## src/rtl/serial_subtractor.sv

```systemverilog
// Bit-serial subtractor: one full-subtractor cell plus a borrow flop, DIFF = A - B - BIN, LSB first.
// Latency: start sampled at edge k, bits processed at edges k+1..k+WIDTH, done pulse in the following cycle.
// Backpressure: none; start is only honoured in IDLE, and is ignored while busy or done.
//
// Ports:
//   clk, rst_n        rising-edge clock, asynchronous active-low reset
//   start, a, b, bin  request and operands, captured together on an accepted start
//   busy              high while bits are being shifted through the cell
//   done              one-cycle completion pulse; diff/bout/ovf valid from this cycle
//   diff, bout, ovf   registered result, unsigned borrow out, signed overflow
module serial_subtractor #(
    parameter int WIDTH = 8
) (
    input  logic             clk,
    input  logic             rst_n,
    input  logic             start,
    input  logic [WIDTH-1:0] a,
    input  logic [WIDTH-1:0] b,
    input  logic             bin,
    output logic             busy,
    output logic             done,
    output logic [WIDTH-1:0] diff,
    output logic             bout,
    output logic             ovf
);

    // Counter only has to reach WIDTH-1.
    localparam int CW = (WIDTH > 2) ? $clog2(WIDTH) : 1;
    localparam logic [CW-1:0] LAST_BIT = CW'(WIDTH - 1);

    typedef enum logic [1:0] {
        S_IDLE  = 2'd0,
        S_SHIFT = 2'd1,
        S_DONE  = 2'd2
    } state_t;

    state_t           state_q, state_d;
    logic [WIDTH-1:0] sa_q, sa_d;
    logic [WIDTH-1:0] sb_q, sb_d;
    logic [WIDTH-1:0] res_q, res_d;
    logic [WIDTH-1:0] diff_q, diff_d;
    logic [CW-1:0]    cnt_q, cnt_d;
    logic             br_q, br_d;
    logic             a_msb_q, a_msb_d;
    logic             b_msb_q, b_msb_d;
    logic             bout_q, bout_d;
    logic             ovf_q, ovf_d;

    // Full-subtractor cell on the current LSBs.
    logic             d_bit;
    logic             br_nxt;
    logic [WIDTH-1:0] res_shift;

    always_comb begin
        d_bit     = sa_q[0] ^ sb_q[0] ^ br_q;
        br_nxt    = (~sa_q[0] & sb_q[0]) | (~sa_q[0] & br_q) | (sb_q[0] & br_q);
        res_shift = {d_bit, res_q[WIDTH-1:1]};
    end

    always_comb begin
        state_d = state_q;
        sa_d    = sa_q;
        sb_d    = sb_q;
        res_d   = res_q;
        diff_d  = diff_q;
        cnt_d   = cnt_q;
        br_d    = br_q;
        a_msb_d = a_msb_q;
        b_msb_d = b_msb_q;
        bout_d  = bout_q;
        ovf_d   = ovf_q;

        case (state_q)
            S_IDLE: begin
                if (start) begin
                    sa_d    = a;
                    sb_d    = b;
                    br_d    = bin;
                    res_d   = '0;
                    cnt_d   = '0;
                    a_msb_d = a[WIDTH-1];
                    b_msb_d = b[WIDTH-1];
                    state_d = S_SHIFT;
                end
            end
            S_SHIFT: begin
                res_d = res_shift;
                sa_d  = sa_q >> 1;
                sb_d  = sb_q >> 1;
                br_d  = br_nxt;
                cnt_d = cnt_q + CW'(1);
                if (cnt_q == LAST_BIT) begin
                    // Last bit: publish the result on the same edge that enters DONE.
                    // The bit being produced now is the result MSB used for ovf.
                    cnt_d   = '0;
                    diff_d  = res_shift;
                    bout_d  = br_nxt;
                    ovf_d   = (a_msb_q != b_msb_q) & (d_bit != a_msb_q);
                    state_d = S_DONE;
                end
            end
            S_DONE: begin
                state_d = S_IDLE;
            end
            default: begin
                state_d = S_IDLE;
            end
        endcase
    end

    always_ff @(posedge clk or negedge rst_n) begin
        if (!rst_n) begin
            state_q <= S_IDLE;
            sa_q    <= '0;
            sb_q    <= '0;
            res_q   <= '0;
            diff_q  <= '0;
            cnt_q   <= '0;
            br_q    <= 1'b0;
            a_msb_q <= 1'b0;
            b_msb_q <= 1'b0;
            bout_q  <= 1'b0;
            ovf_q   <= 1'b0;
        end else begin
            state_q <= state_d;
            sa_q    <= sa_d;
            sb_q    <= sb_d;
            res_q   <= res_d;
            diff_q  <= diff_d;
            cnt_q   <= cnt_d;
            br_q    <= br_d;
            a_msb_q <= a_msb_d;
            b_msb_q <= b_msb_d;
            bout_q  <= bout_d;
            ovf_q   <= ovf_d;
        end
    end

    assign busy = (state_q == S_SHIFT);
    assign done = (state_q == S_DONE);
    assign diff = diff_q;
    assign bout = bout_q;
    assign ovf  = ovf_q;

endmodule

```

## config.mk

```make
export PLATFORM = sky130hd
export DESIGN_NAME = serial_subtractor
export DESIGN_NICKNAME = d
export VERILOG_FILES = /design/src/rtl/serial_subtractor.sv
export SDC_FILE = /design/constraint.sdc
export NUM_CORES = 1
export LEC_CHECK = 0
export CORE_MARGIN = 10
export CORE_UTILIZATION = 56
export DETAILED_ROUTE_END_ITERATION = 6
export GPL_ROUTABILITY_DRIVEN = 0
export GPL_TIMING_DRIVEN = 0
export PLACE_DENSITY = 0.9
export SETUP_SLACK_MARGIN = 0.05
export SLEW_MARGIN = 20
export SYNTH_ARGS = -nofsm -noshare
export SYNTH_HDL_FRONTEND = slang
export SYNTH_SLANG_ARGS = --single-unit
```

## constraint.sdc

```tcl
create_clock -name clk -period 2.6 [get_ports clk]
set_input_delay 0.65 -clock clk [delete_from_list [all_inputs] [get_ports clk]]
set_output_delay 0.65 -clock clk [all_outputs]
set_load 0.03 [all_outputs]
```

==> reports/qor.csv <==
metric,value,unit
crit_arrival,1780,ps
syn_to_final_growth,26.4,%
first_global_vias,1393,
vdd_ir_drop_max,0.689,mV
synth_top_family_by_area,multiplexers,
synthAdderAreaFrac,0.0243,
placed_area,2240,um^2
cts.clk_slew.worst_paths,130,ps
fin_area,2340,um^2
total_power,3.00,mW
timing.fmax,0.411,GHz
die_x,77.5,um
drt_wl_total,4110,um
syn_nets,172,
hold_viol,0,
finalCritPeriodShare,0.936,
final_cell_mix,"41 x dfrtp_1, 29 x clkdlybuf4s50_1, 17 x o21ai_0, 17 x nand2_1, 13 x mux2i_1",
synth_xor_area_frac,0,
numPortBuffers,31,
power.density,1280,nW/um^2
grt_pass1_wl,7070,um
grt_max_degree,22,
initialDrtViolationCount,63,
grt_antenna_before_repair,0,
yosys_register_bits,41,
min_period,2430,ps
muxShareOfSynthArea,0.141,
vias_per_cell,5.44,
initial_core_util,0.598,
setup.worst_path.start_class,register,
relSlewSlack,0.649,
worst_slew_pin_slew,526,ps
dr.pass1.iters,4,
synth_cell_types,28,
layout_commonest_cell,dfrtp_1,
grt-ovfl-total,0,
netlist_area,1850,um^2
yosys_warnings,0,
vias,1268,
hpwlAfterDp,3030,um
crit_fanout,10,
syn_inst,149,
drv_slew,0,
num_io_pins,32,
cts_sinks,41,
rsz0062_at_grt,false,
num-nets-final,211,
dieArea,6010,um^2
post-route-util,0.755,
clock_latency,360,ps
critPathKind,register to output pin,
rows,20,
htreeDepth,2,
r2r_slack,1000,ps
cts_setup_buffers,0,
skew,12.8,ps
coreArea,3100,um^2
diodes,0,
ant_nets,0,
maxCapViolations,0,
setup_viol,0,
worstPathRequired,1950,ps
grt_use_total,0.148,
ys_seq_area_frac,0.553,
startpoint,state_q[1]$_DFFE_PN0P_,
die_y,77.5,um
outcome,finished clean,
synth-compound-area-share,0.134,
wl_per_cell,17.6,um
drcViolationCount,0,
fin_tns_setup,0,ps
syn_avg_cell_area,12.4,um^2
hold_path_class,input pin to async pin,
power_leakage,1.07,nW
cts_buffers,5,
drive_gt1_frac,0.201,
r2r_start,cnt_q[0]$_DFFE_PN0P_,
yosys.area_share.simple,0.0958,
root_buffer,clkbuf_4,
endpoint_kind,output pin,
cts_tree,built,
cts.path.max_buffers,2,
==> area by class of cell <==
class / count / area (um^2)
flip-flops and latches: 41 / 1030
fillers: 223 / 759
multi-input cells: 94 / 732
repair buffers: 32 / 332
plain buffers: 9 / 77.6
clock inverters: 3 / 65.1
well taps: 44 / 55.1
clock buffers: 5 / 37.5
inverters: 5 / 18.8
==> cells by family after synthesis <==
kind of cell | count (synthesis)
DFF | 41
AOI/OAI and AO/OA | 38
and+or+nand+nor | 30
muxes | 23
buffers and inverters | 14
adders and majority gates | 3
==> Yosys cell counts, drive strengths merged <==
cell	n	area share
a21oi	6	0.016
nor3b	1	0.0041
o21bai	1	0.010
ha	2	0.013
fa	1	0.011
buf	9	0.042
nand3b	1	0.011
a22o	9	0.043
dfrtp	41	0.55
nand2b	1	0.0034
mux2i	13	0.070
a22oi	2	0.0081
o21ai	18	0.049
nor2b	2	0.011
and2b	5	0.024
nand2	17	0.034
a211oi	1	0.0041
nor2	2	0.0041
o31ai	1	0.0041
inv	5	0.010
and3b	1	0.0047
mux2	10	0.071
==> per-stage QoR <==
stage | worst slack (ps) | hold slack, ps | instances
finish | 167 | 245 | 233
global route | 68.2 | 239 | 233
CTS | 136 | 239 | 233
detailed placement | 272 | 474 | 225
global placement | -39.5 | 461 | 224
floorplan | 978 | 354 | 149
==> sequential cells by signal (all words and copies together) (netlist names) <==
register and count:
a_msb_q 1, b_msb_q 1, bout 1, br_q 1
cnt_q 3, diff 8, ovf 1, res_q 7
sa_q 8, sb_q 8, state_q 2
==> power by group <==
group	leakage [nW]	switching (mW)	internal (mW)
sequential	0.520	0.174	0.917
combinational	0.498	0.716	0.682
clock	0.0552	0.216	0.298
total	1.07	1.11	1.90
==> repair_timing <==
item | CTS | global route
endpoints found under the setup margin | 1 | 0
hold buffers | 0 | 0
resized for setup | 1 | 0
==> worst max-delay path: stages, from the launching register on <==
cell and delay (ps):
dfrtp_1 400, nand2b_1 170, buf_6 150, inv_2 70, buf_2 220, dlygate4sd2_1 430
==> worst paths after layout <==
check	end	depth (start not counted)
hold / removal	diff[3]$_DFFE_PN0P_	1
min in group clk	sa_q[1]$_DFFE_PN0P_	2
setup / recovery	busy	5
max in group asynchronous	cnt_q[1]$_DFFE_PN0P_	2
hold reg to reg	sa_q[1]$_DFFE_PN0P_	2
setup reg to reg	diff[3]$_DFFE_PN0P_	5
==> layer usage <==
layer / global-route usage / up-vias / routed length [um]
met4: 0.0493 / 0 / 64
met3: 0.0553 / 9 / 208
met1: 0.173 / 642 / 1730
met2: 0.246 / 26 / 2110
met5: 0 / - / 0
li1: - / 591 / -
Note: power is estimated with default switching activity, not from simulation.
==> variant, RTL diff (same flow settings) <==
The parameter `WIDTH` goes from 8 to 32.
--- a/src/rtl/serial_subtractor.sv
+++ b/src/rtl/serial_subtractor.sv
@@ -9,7 +9,7 @@
 //   done              one-cycle completion pulse; diff/bout/ovf valid from this cycle
 //   diff, bout, ovf   registered result, unsigned borrow out, signed overflow
 module serial_subtractor #(
-    parameter int WIDTH = 8
+    parameter int WIDTH = 32
 ) (
     input  logic             clk,
     input  logic             rst_n,
Interface: changed (resized a, b and diff); port bits go from 32 to 104. No check against the original RTL was run, so the function may have changed too.
==> variant against the original RTL <==
- clock skew down 0.0051 ns
- sequential power grew to 3.3 times the old value
- worst hold slack worse by 0.17 ns
- via count rose to 3.3 times the old value
- cell area grew to 3.3 times the old value
- routed wire length grew to 3.4 times the old value
- sequential cell count grew 98
- maximum frequency up 2.0%
- synthesized area increased to 3.2 times the old value
- setup slack gained 0.047 ns
- power rose to 3.0 times the old value
==> variant: results (changes against the original RTL) <==
Synthesis
  – Fraction of the mapped netlist area in compound gates: 0.1182 (was 0.1336)
  – Arithmetic-cell share of the synthesized area counting full adders, half adders and majority gates: 0.007668 (was 0.02429)
  – Nets in the synthesized netlist: 543 (was 172)
  – Post-synth cell types: 30 (was 28)
  – Seq/Total Area, Yosys: 0.5921 (was 0.5533)
  – Commonest cells in the netlist: sky130_fd_sc_hd__dfrtp_1, sky130_fd_sc_hd__nand2_1, sky130_fd_sc_hd__mux2i_1 (was sky130_fd_sc_hd__dfrtp_1, sky130_fd_sc_hd__nand2_1, sky130_fd_sc_hd__o21ai_0)

Detailed routing
  – Detailed-route vias per instance: 5.611 (was 5.442)
  – Iteration-0 DRC Markers: 325 (was 63)
  – Total number of vias: 4169 (was 1268)

STA
  – Tightest hold margin: 0.07555 ns (was 0.2448 ns)
  – Actual slew at the worst max-slew pin: 0.4994 ns (was 0.5262 ns)
  – Worst Slack Setup Final: 0.2139 ns (was 0.1666 ns)
  – Worst-case clock skew: 0.007712 ns (was 0.01278 ns)

Pwr
  – Static Leakage: 3.807 nW (was 1.073 nW)
  – Maximum ir drop on the vdd rail: 0.0006711 V (was 0.0006893 V)

Critical path
  – Maximum fanout count along the critical path: 19 (was 10)
  – Cell depth of the worst flop-to-flop path: 7 (was 5)
  – R2r setup slk: 0.50 ns (was 1.00 ns)
  – Capturing point of the worst reg2reg path: diff[13]$_DFFE_PN0P_ (was diff[3]$_DFFE_PN0P_)
  – Critical Path AT: 1.74 ns (was 1.78 ns)
  – Slowest-stage cell, CP: sky130_fd_sc_hd__dfrtp_1 (was sky130_fd_sc_hd__dlygate4sd2_1)
  – Largest stage delay, worst path: 0.37 ns (was 0.43 ns)

GRT
  – Vias in the first global route: 4491 (was 1393)
  – Maximum number of pins on one net before global-route repair: 75 (was 22)
  – GRT Overall Usage: 0.1975 (was 0.1482)

Place
  – Number of input and output port buffers inserted: 103 (was 31)
  – Inst Count DP: 712 (was 225)
  – HPWL reported at the end of detailed placement: 9561 um (was 3029 um)
  – Worst slack after detailed placement: 0.04515 ns (was 0.2720 ns)

Clock network
  – Clock Root Buffer: sky130_fd_sc_hd__clkbuf_8 (was sky130_fd_sc_hd__clkbuf_4)

Final layout
  – Number of nets in the finished design: 665 (was 211)

Outcome
  – Run status: finished clean (unchanged)
-- variant: where the power goes --
group          switching, W  internal [W]
registers          0.000590       0.00305
clock network      0.000956       0.00144
logic               0.00155       0.00148
total               0.00310       0.00597
-- variant: cell type report --
cell class | instances | area (um2)
Inverter | 6 | 27.53
Multi-Input combinational cell | 293 | 2113
Timing Repair Buffer | 104 | 1064
Fill cell | 681 | 2572
Clock inverter | 13 | 157.7
Buffer | 33 | 252.7
Sequential cell | 139 | 3478
Tap cell | 136 | 170.2
Clock buffer | 19 | 441.7
-- variant: timing repair --
action                     CTS  global route
hold endpoints to repair     0             0
gates resized for setup      9             1
setup endpoints to repair    2             1
-- variant: layer usage --
layer	up-vias	global-route usage	wire, um
met5	-	0	0
met4	0	0.07069	236
met3	21	0.04591	756
met2	143	0.3422	7409
met1	2094	0.2363	5710
li1	1911	-	-
-- variant: cells by family after synthesis --
logic type	count (synthesis)
flops	139
compound gates	110
mux	97
simple gates	83
buf+inv	40
fa+ha+maj	3
